--- config.mk ---
export PLATFORM = sky130hd
export DESIGN_NAME = mem_arbiter_flat
export DESIGN_NICKNAME = d
export VERILOG_FILES = /design/src/rtl/mem_arbiter_pkg.sv /design/src/rtl/mem_arbiter_if.sv /design/src/rtl/mem_arbiter_rr_pick3.sv /design/src/rtl/mem_arbiter.sv /design/src/flat_wrapper.sv
export SDC_FILE = /design/constraint.sdc
export NUM_CORES = 1
export LEC_CHECK = 0
export ABC_AREA = 1
export CORE_UTILIZATION = 35
export CTS_CLUSTER_DIAMETER = 100
export DETAILED_ROUTE_END_ITERATION = 10
export GPL_TIMING_DRIVEN = 0
export HOLD_SLACK_MARGIN = 0.1
export PLACE_DENSITY = 0.82
export SYNTH_ARGS = -nofsm -noshare
export SYNTH_HDL_FRONTEND = slang
export SYNTH_SLANG_ARGS = --single-unit
--- constraint.sdc ---
create_clock -name clk -period 2.2 [get_ports clk]
set_clock_uncertainty 0.2 [all_clocks]
set_input_delay 0.44 -clock clk [delete_from_list [all_inputs] [get_ports clk]]
set_output_delay 0.44 -clock clk [all_outputs]
set_load 0.03 [all_outputs]
--- src/rtl/mem_arbiter_pkg.sv ---
`default_nettype none
// +--------------------------------------------------------------------------+
// | Module   : mem_arbiter_pkg                                               |
// | Purpose  : Shared constants, FSM state encoding and port indices for the |
// |            main-memory arbiter and its round-robin picker.               |
// | Contents : c_AW / c_DW     default address / data widths                 |
// |            c_PORT_*        bit positions of f / d / io in gnt and ack    |
// |            state_t         IDLE / ACCESS / DONE encoding                 |
// |            next_ptr()      round-robin pointer after a one-hot winner    |
// | Revision : 1.0  initial release                                          |
// +--------------------------------------------------------------------------+
package mem_arbiter_pkg;

  localparam int c_AW = 12;
  localparam int c_DW = 16;

  localparam int c_PORT_F  = 0;
  localparam int c_PORT_D  = 1;
  localparam int c_PORT_IO = 2;

  typedef enum logic [1:0] {
    IDLE   = 2'd0,
    ACCESS = 2'd1,
    DONE   = 2'd2
  } state_t;

  // Pointer moves to the port just after the one that was served.
  function automatic logic [1:0] next_ptr(input logic [2:0] winner);
    logic [1:0] w_ptr;
    if (winner[c_PORT_F])      w_ptr = 2'd1;
    else if (winner[c_PORT_D]) w_ptr = 2'd2;
    else                       w_ptr = 2'd0;
    return w_ptr;
  endfunction

endpackage
`default_nettype wire

--- src/rtl/mem_arbiter_if.sv ---
`default_nettype none
// +--------------------------------------------------------------------------+
// | Module   : mem_arbiter_if                                                |
// | Purpose  : Bundles the three requester ports, the grant/ack/read-data    |
// |            return path and the memory strobes of the arbiter.            |
// | Modports : slave  - arbiter view (requests in, grants and strobes out)   |
// |            master - requester/memory view (requests out, grants in,      |
// |                     mem_rdata out)                                       |
// | Revision : 1.0  initial release                                          |
// +--------------------------------------------------------------------------+
interface mem_arbiter_if
  import mem_arbiter_pkg::*;
#(
  parameter int AW = c_AW,
  parameter int DW = c_DW
);

  logic          f_req;
  logic [AW-1:0] f_addr;
  logic          d_req;
  logic [AW-1:0] d_addr;
  logic          d_we;
  logic [DW-1:0] d_wdata;
  logic          d_lock;
  logic          io_req;
  logic [AW-1:0] io_addr;
  logic          io_we;
  logic [DW-1:0] io_wdata;
  logic [2:0]    gnt;
  logic [2:0]    ack;
  logic [DW-1:0] rdata;
  logic          busy;
  logic          mem_en;
  logic          mem_we;
  logic [AW-1:0] mem_addr;
  logic [DW-1:0] mem_wdata;
  logic [DW-1:0] mem_rdata;

  modport slave (
    input  f_req, f_addr,
    input  d_req, d_addr, d_we, d_wdata, d_lock,
    input  io_req, io_addr, io_we, io_wdata,
    output gnt, ack, rdata, busy,
    output mem_en, mem_we, mem_addr, mem_wdata,
    input  mem_rdata
  );

  modport master (
    output f_req, f_addr,
    output d_req, d_addr, d_we, d_wdata, d_lock,
    output io_req, io_addr, io_we, io_wdata,
    input  gnt, ack, rdata, busy,
    input  mem_en, mem_we, mem_addr, mem_wdata,
    output mem_rdata
  );

endinterface
`default_nettype wire

--- src/rtl/mem_arbiter_rr_pick3.sv ---
`default_nettype none
// +--------------------------------------------------------------------------+
// | Module   : rr_pick3                                                      |
// | Purpose  : Combinational 3-way round-robin picker. The first eligible    |
// |            request found when scanning upward from ptr (wrapping 2->0)   |
// |            wins.                                                         |
// | Ports    : req[2:0]    raw requests {io, d, f}                           |
// |            ptr[1:0]    index scanned first (0..2)                        |
// |            mask[2:0]   eligibility mask, 1 = may win                     |
// |            winner[2:0] one-hot winner, all zero if nothing eligible      |
// | Revision : 1.0  initial release                                          |
// +--------------------------------------------------------------------------+
module rr_pick3
  import mem_arbiter_pkg::*;
(
  input  logic [2:0] req,
  input  logic [1:0] ptr,
  input  logic [2:0] mask,
  output logic [2:0] winner
);

  logic [2:0] w_elig;

  assign w_elig = req & mask;

  always_comb begin
    winner = 3'b000;
    case (ptr)
      2'd1: begin
        if (w_elig[c_PORT_D])       winner = 3'b010;
        else if (w_elig[c_PORT_IO]) winner = 3'b100;
        else if (w_elig[c_PORT_F])  winner = 3'b001;
      end
      2'd2: begin
        if (w_elig[c_PORT_IO])      winner = 3'b100;
        else if (w_elig[c_PORT_F])  winner = 3'b001;
        else if (w_elig[c_PORT_D])  winner = 3'b010;
      end
      default: begin
        if (w_elig[c_PORT_F])       winner = 3'b001;
        else if (w_elig[c_PORT_D])  winner = 3'b010;
        else if (w_elig[c_PORT_IO]) winner = 3'b100;
      end
    endcase
  end

endmodule
`default_nettype wire

--- src/rtl/mem_arbiter.sv ---
`default_nettype none
// +--------------------------------------------------------------------------+
// | Module   : mem_arbiter                                                   |
// | Purpose  : Round-robin arbiter/sequencer sharing one single-port memory  |
// |            between fetch, data and I/O requesters. One access at a time: |
// |            IDLE picks a winner, ACCESS strobes the memory and waits      |
// |            MEM_LAT cycles, DONE pulses ack for one cycle.                |
// | Ports    : clk, reset  clock and synchronous active-high reset          |
// |            bus         mem_arbiter_if.slave: requests, gnt/ack/rdata,    |
// |                        busy and the memory strobe/address/data signals   |
// | Params   : AW, DW      address / data widths                            |
// |            MEM_LAT     memory read latency in cycles (1..7)              |
// | Revision : 1.0  initial release                                          |
// +--------------------------------------------------------------------------+
module mem_arbiter
  import mem_arbiter_pkg::*;
#(
  parameter int AW      = c_AW,
  parameter int DW      = c_DW,
  parameter int MEM_LAT = 1
)
(
  input  logic            clk,
  input  logic            reset,
  mem_arbiter_if.slave    bus
);

  localparam logic [2:0] c_CNT_INIT = 3'(MEM_LAT - 1);

  state_t        r_state;
  state_t        w_state_nxt;
  logic [1:0]    r_ptr;
  logic          r_lock_held;
  logic [2:0]    r_gnt;
  logic [2:0]    r_ack;
  logic [2:0]    r_cnt;
  logic          r_we;
  logic [DW-1:0] r_rdata;
  logic          r_mem_en;
  logic          r_mem_we;
  logic [AW-1:0] r_mem_addr;
  logic [DW-1:0] r_mem_wdata;

  logic [2:0]    w_req;
  logic [2:0]    w_mask;
  logic [2:0]    w_win;
  logic          w_any;

  assign w_req  = {bus.io_req, bus.d_req, bus.f_req};
  // While a locked read-modify-write is in progress only the data port may win.
  assign w_mask = r_lock_held ? 3'b010 : 3'b111;
  assign w_any  = |w_win;

  rr_pick3 u_pick (
    .req    (w_req),
    .ptr    (r_ptr),
    .mask   (w_mask),
    .winner (w_win)
  );

  // State register
  always_ff @(posedge clk) begin
    if (reset) r_state <= IDLE;
    else       r_state <= w_state_nxt;
  end

  // Next-state decode
  always_comb begin
    w_state_nxt = r_state;
    case (r_state)
      IDLE:    if (w_any) w_state_nxt = ACCESS;
      ACCESS:  if (r_cnt == 3'd0) w_state_nxt = DONE;
      DONE:    w_state_nxt = IDLE;
      default: w_state_nxt = IDLE;
    endcase
  end

  // Datapath: all outputs are registered so nothing combinational reaches mem_*.
  always_ff @(posedge clk) begin
    if (reset) begin
      r_ptr       <= 2'd0;
      r_lock_held <= 1'b0;
      r_gnt       <= 3'b000;
      r_ack       <= 3'b000;
      r_cnt       <= 3'd0;
      r_we        <= 1'b0;
      r_rdata     <= '0;
      r_mem_en    <= 1'b0;
      r_mem_we    <= 1'b0;
      r_mem_addr  <= '0;
      r_mem_wdata <= '0;
    end else begin
      // Strobes and ack are single-cycle pulses by default.
      r_mem_en <= 1'b0;
      r_mem_we <= 1'b0;
      r_ack    <= 3'b000;
      case (r_state)
        IDLE: begin
          if (w_any) begin
            r_gnt    <= w_win;
            r_cnt    <= c_CNT_INIT;
            r_mem_en <= 1'b1;
            if (w_win[c_PORT_D]) begin
              r_mem_addr  <= bus.d_addr;
              r_mem_wdata <= bus.d_wdata;
              r_we        <= bus.d_we;
              r_mem_we    <= bus.d_we;
            end else if (w_win[c_PORT_IO]) begin
              r_mem_addr  <= bus.io_addr;
              r_mem_wdata <= bus.io_wdata;
              r_we        <= bus.io_we;
              r_mem_we    <= bus.io_we;
            end else begin
              r_mem_addr  <= bus.f_addr;
              r_mem_wdata <= '0;
              r_we        <= 1'b0;
              r_mem_we    <= 1'b0;
            end
          end
        end
        ACCESS: begin
          if (r_cnt != 3'd0) begin
            r_cnt <= r_cnt - 3'd1;
          end else begin
            // Writes leave the previous read data visible.
            if (!r_we) r_rdata <= bus.mem_rdata;
            r_ack <= r_gnt;
          end
        end
        DONE: begin
          r_gnt <= 3'b000;
          r_ptr <= next_ptr(r_gnt);
          if (r_gnt[c_PORT_D]) r_lock_held <= bus.d_lock;
        end
        default: begin
          r_gnt <= 3'b000;
        end
      endcase
    end
  end

  assign bus.gnt       = r_gnt;
  assign bus.ack       = r_ack;
  assign bus.rdata     = r_rdata;
  assign bus.busy      = (r_state != IDLE);
  assign bus.mem_en    = r_mem_en;
  assign bus.mem_we    = r_mem_we;
  assign bus.mem_addr  = r_mem_addr;
  assign bus.mem_wdata = r_mem_wdata;

endmodule
`default_nettype wire

--- src/flat_wrapper.sv ---
// flat-port wrapper written by rule: the top's interface ports become plain ports
module mem_arbiter_flat import mem_arbiter_pkg::*;
#(
  parameter int AW      = c_AW,
  parameter int DW      = c_DW,
  parameter int MEM_LAT = 1
)
  (clk, reset, bus_f_req, bus_f_addr, bus_d_req, bus_d_addr, bus_d_we, bus_d_wdata, bus_d_lock, bus_io_req, bus_io_addr, bus_io_we, bus_io_wdata, bus_gnt, bus_ack, bus_rdata, bus_busy, bus_mem_en, bus_mem_we, bus_mem_addr, bus_mem_wdata, bus_mem_rdata);
  mem_arbiter_if #(.AW(AW), .DW(DW)) bus_i ();
  input  logic clk;
  input  logic reset;
  input wire logic [$bits(bus_i.f_req)-1:0] bus_f_req;
  input wire logic [$bits(bus_i.f_addr)-1:0] bus_f_addr;
  input wire logic [$bits(bus_i.d_req)-1:0] bus_d_req;
  input wire logic [$bits(bus_i.d_addr)-1:0] bus_d_addr;
  input wire logic [$bits(bus_i.d_we)-1:0] bus_d_we;
  input wire logic [$bits(bus_i.d_wdata)-1:0] bus_d_wdata;
  input wire logic [$bits(bus_i.d_lock)-1:0] bus_d_lock;
  input wire logic [$bits(bus_i.io_req)-1:0] bus_io_req;
  input wire logic [$bits(bus_i.io_addr)-1:0] bus_io_addr;
  input wire logic [$bits(bus_i.io_we)-1:0] bus_io_we;
  input wire logic [$bits(bus_i.io_wdata)-1:0] bus_io_wdata;
  output wire logic [$bits(bus_i.gnt)-1:0] bus_gnt;
  output wire logic [$bits(bus_i.ack)-1:0] bus_ack;
  output wire logic [$bits(bus_i.rdata)-1:0] bus_rdata;
  output wire logic [$bits(bus_i.busy)-1:0] bus_busy;
  output wire logic [$bits(bus_i.mem_en)-1:0] bus_mem_en;
  output wire logic [$bits(bus_i.mem_we)-1:0] bus_mem_we;
  output wire logic [$bits(bus_i.mem_addr)-1:0] bus_mem_addr;
  output wire logic [$bits(bus_i.mem_wdata)-1:0] bus_mem_wdata;
  input wire logic [$bits(bus_i.mem_rdata)-1:0] bus_mem_rdata;
  assign bus_i.f_req = bus_f_req;
  assign bus_i.f_addr = bus_f_addr;
  assign bus_i.d_req = bus_d_req;
  assign bus_i.d_addr = bus_d_addr;
  assign bus_i.d_we = bus_d_we;
  assign bus_i.d_wdata = bus_d_wdata;
  assign bus_i.d_lock = bus_d_lock;
  assign bus_i.io_req = bus_io_req;
  assign bus_i.io_addr = bus_io_addr;
  assign bus_i.io_we = bus_io_we;
  assign bus_i.io_wdata = bus_io_wdata;
  assign bus_gnt = bus_i.gnt;
  assign bus_ack = bus_i.ack;
  assign bus_rdata = bus_i.rdata;
  assign bus_busy = bus_i.busy;
  assign bus_mem_en = bus_i.mem_en;
  assign bus_mem_we = bus_i.mem_we;
  assign bus_mem_addr = bus_i.mem_addr;
  assign bus_mem_wdata = bus_i.mem_wdata;
  assign bus_i.mem_rdata = bus_mem_rdata;
  mem_arbiter #(.AW(AW), .DW(DW), .MEM_LAT(MEM_LAT)) u_core (.clk(clk), .reset(reset), .bus(bus_i));
endmodule
==> impl_metrics.json, run 1 <==
{
  "grt_use_total_pct": 21.77,
  "fin_crit_ps": 2057,
  "synth_commonest_cells": "164 x nand2_1, 68 x nor2_1, 61 x dfxtp_1, 40 x a21oi_1, 31 x inv_1",
  "num_antenna_cells": 0,
  "grt_remaining_overflow": 0,
  "io_pins": 145,
  "yosys_warnings": 0,
  "grt_pass1_vias": 3267,
  "peakVddDrop_v": 0.0005271,
  "grt_start_max_net_pins": 11,
  "core-area_um2": 7848,
  "dpl.hpwl_mm": 6.970,
  "cp_cell_sequence": "clkdlybuf4s50_1",
  "dp_slack_ps": -330.3,
  "hold_viol_final": 0,
  "critical_path.top_delay_family": "buffers and inverters",
  "antenna_found_initial": 0,
  "crit_arrival_ps": 1420,
  "ys_ff_latch": 61,
  "slew_viol_final": 0,
  "die_h_um": 92.86,
  "min_period_over_period_pct": 93.49,
  "drtAntennaViolNets": 0,
  "start_util_pct": 36.81,
  "critical_path_buf_inv_count": 1,
  "relSlewSlack_pct": 64.87,
  "cts_tree": "yes",
  "yosysMostFrequentCell": "nand2_1",
  "die_area_um2": 8622,
  "synth_area_per_cell_um2": 6.449,
  "syn_area_um2": 2889,
  "clk_pin_slew_worst_paths_ps": 60,
  "dp.cells": 694,
  "outcome": "finished clean",
  "dieWidth_um": 92.86,
  "layout.nets": 702,
  "fmax_mhz": 486.2,
  "drt-initial-drc-count": 126,
  "fin_util_pct": 59.82,
  "design_area_um2": 4695,
  "cp-start-kind": "register",
  "rows": 32,
  "syn2layout_area_growth_pct": 62.49,
  "ys.flop_type": "dfxtp_1",
  "gp_congestion": 0.8315,
  "cap_violations": 0,
  "powerDensity_nw_per_um2": 889.9,
  "drc": 0,
  "cts-root-buf": "clkbuf_8",
  "required_ps": 1560,
  "yosysTopAreaCell": "dfxtp_1",
  "crit_path_top_delay_cell": "clkdlybuf4s50_1",
  "seq_area_frac_synth_pct": 42.27,
  "cp_slowest_stage_delay_ps": 700,
  "cts.htree.levels": 3,
  "grt_pass1_wl_mm": 14.78,
  "setup_violations": 0,
  "p_leak_nw": 2.043,
  "synth_top_area_share_pct": 42.27,
  "worstSetupEndpointType": "primary output",
  "hp-class": "register to register",
  "cts_buffers": 9,
  "clock_sinks": 61,
  "dr.pass1.iters": 4,
  "postPlaceCellArea_um2": 4458,
  "yosysUniqueCellTypes": 18,
  "avgViaCountPerCell": 4.693,
  "syn-num-nets": 544,
  "worst_pin_slew_ps": 526.9,
  "cts_hold_buf": 0,
  "criticalPathCategory": "register to primary output",
  "postSynthCellCount": 448,
  "synth-edff-count": 0,
  "drive_above_1_share_pct": 7.365,
  "via_count": 3346,
  "portBuffers": 144,
  "clock_latency_ps": 330,
  "crit_fanout": 4,
  "setup_slack_ps": 143.3,
  "drt_wl_total_mm": 9.376,
  "synthTopCellsByArea": "dfxtp_1 42%, nand2_1 21%, nor2_1 8.8%",
  "async_flop_share_pct": 0,
  "layout.cells.non_filler": 713,
  "clockBufferDepth": 2,
  "wl_per_cell_um": 13.15
}
## final timing paths
check | start | slack (ps) | cells past startpoint | endpoint
worst max-delay path | u_core.bus.gnt[0] | 140 | 1 | bus_gnt[0]
worst min-delay path | u_core.bus.gnt[2] | 250 | 2 | u_core.bus.ack[2]
worst max register to register | u_core.r_ptr[0] | 150 | 11 | u_core.bus.mem_wdata[10]
worst min register to register | u_core.bus.gnt[2] | 250 | 2 | u_core.bus.ack[2]
## repair_timing
item / CTS / global route
gates resized for setup: 3 / 17
cloned: 0 / 1
pin swaps: 1 / 1
setup buffers: 1 / 1
endpoints found under the setup margin: 12 / 34
## cells in the final DEF, fill, tap and decap left out
cell type | Yosys | routed
o21ai_1 | 1 | 1
nand2_2 | 4 | 3
a21oi_4 | 1 | 1
nor2_2 | 2 | 1
nand3_1 | 25 | 25
dlygate4sd2_1 | 0 | 1
dfxtp_2 | 0 | 1
clkinv_2 | 0 | 2
ha_4 | 0 | 1
clkdlybuf4s50_1 | 0 | 142
nor2_4 | 0 | 1
dfxtp_1 | 61 | 60
clkbuf_4 | 0 | 2
clkbuf_8 | 0 | 9
nand2_4 | 0 | 1
buf_2 | 8 | 6
nand2_1 | 164 | 164
clkbuf_2 | 0 | 1
ha_1 | 4 | 3
clkbuf_1 | 7 | 11
xnor2_1 | 1 | 1
inv_1 | 31 | 30
nor2_1 | 68 | 68
buf_6 | 0 | 8
o21ai_0 | 19 | 19
dlymetal6s2s_1 | 0 | 1
buf_4 | 7 | 2
inv_2 | 4 | 5
a21oi_2 | 1 | 1
a21oi_1 | 40 | 40
## registers in the layout, indices dropped and copies added, names as in the netlist
signal                cells
u_core.bus.mem_we         1
u_core.r_state            2
u_core.bus.mem_wdata     16
u_core.r_ptr              2
u_core.r_cnt              3
u_core.bus.mem_en         1
u_core.bus.ack            3
u_core.bus.gnt            3
u_core.bus.mem_addr      12
u_core.r_we               1
u_core.bus.rdata         16
u_core.r_lock_held        1
## layout make-up
class                      instances  area, um2
tap                              102      127.6
buffer                            22      151.4
sequential                        61       1222
fill                             729       3153
inverter                          35      131.4
clock inverter                     2      10.01
clock buffer                      14      142.6
timing repair buffer             147       1469
multi-input combinational        330       1440
## per-layer routing
metal	routed length, um	part of all wire (%)	global-route usage [%]	up-vias
li1	-	-	-	1703
met1	3891	41	25.47	1513
met3	742	7.9	6.404	14
met2	4592	49	37.13	116
met5	0	0	0	-
met4	150	1.6	8.590	0
## power by group
part | internal, mW | switching (mW)
sequential | 1.32 | 0.113
combinational | 0.805 | 1.12
clock | 0.407 | 0.410
## per-stage QoR
stage	hold WS (ps)	total power, mW	TNS, ps
after global placement	247.4	3.239	-6608
final	251.2	4.178	0
after floorplan	253.6	2.541	0
after detailed placement	251.1	3.291	-8735
after CTS	257.3	4.135	0
after global routing	282.9	4.449	-89.81
## tightest hold or removal path, cell delays in order, from the launching register on
cell     delay (ps)
dfxtp_1         320
inv_1            60
nor2_1           40
## kinds of logic (layout without fill, tap and decap cells)
kind of cell             after synthesis  after routing  share of synthesized area (%)
AO/OA/AOI/OAI                         62             62                          11.26
XOR/XNOR                               1              1                         0.3032
adder cells (fa/ha/maj)                4              4                          1.732
buffers and inverters                 57            220                          8.662
flip-flops                            61             61                          42.27
AND/OR/NAND/NOR                      263            263                          35.77
Note: power is estimated with default switching activity, not from simulation.
==> run 2, diff against run 1 <==
CAP_MARGIN = 10   (was not set)
==> results of run 2 <==
Final layout, timing and power as in run 1 (identical DEF).
==> run 3, diff against run 2 <==
SLEW_MARGIN = 20   (was not set)
==> results of run 3 <==
Final layout, timing and power as in run 1 (identical DEF).
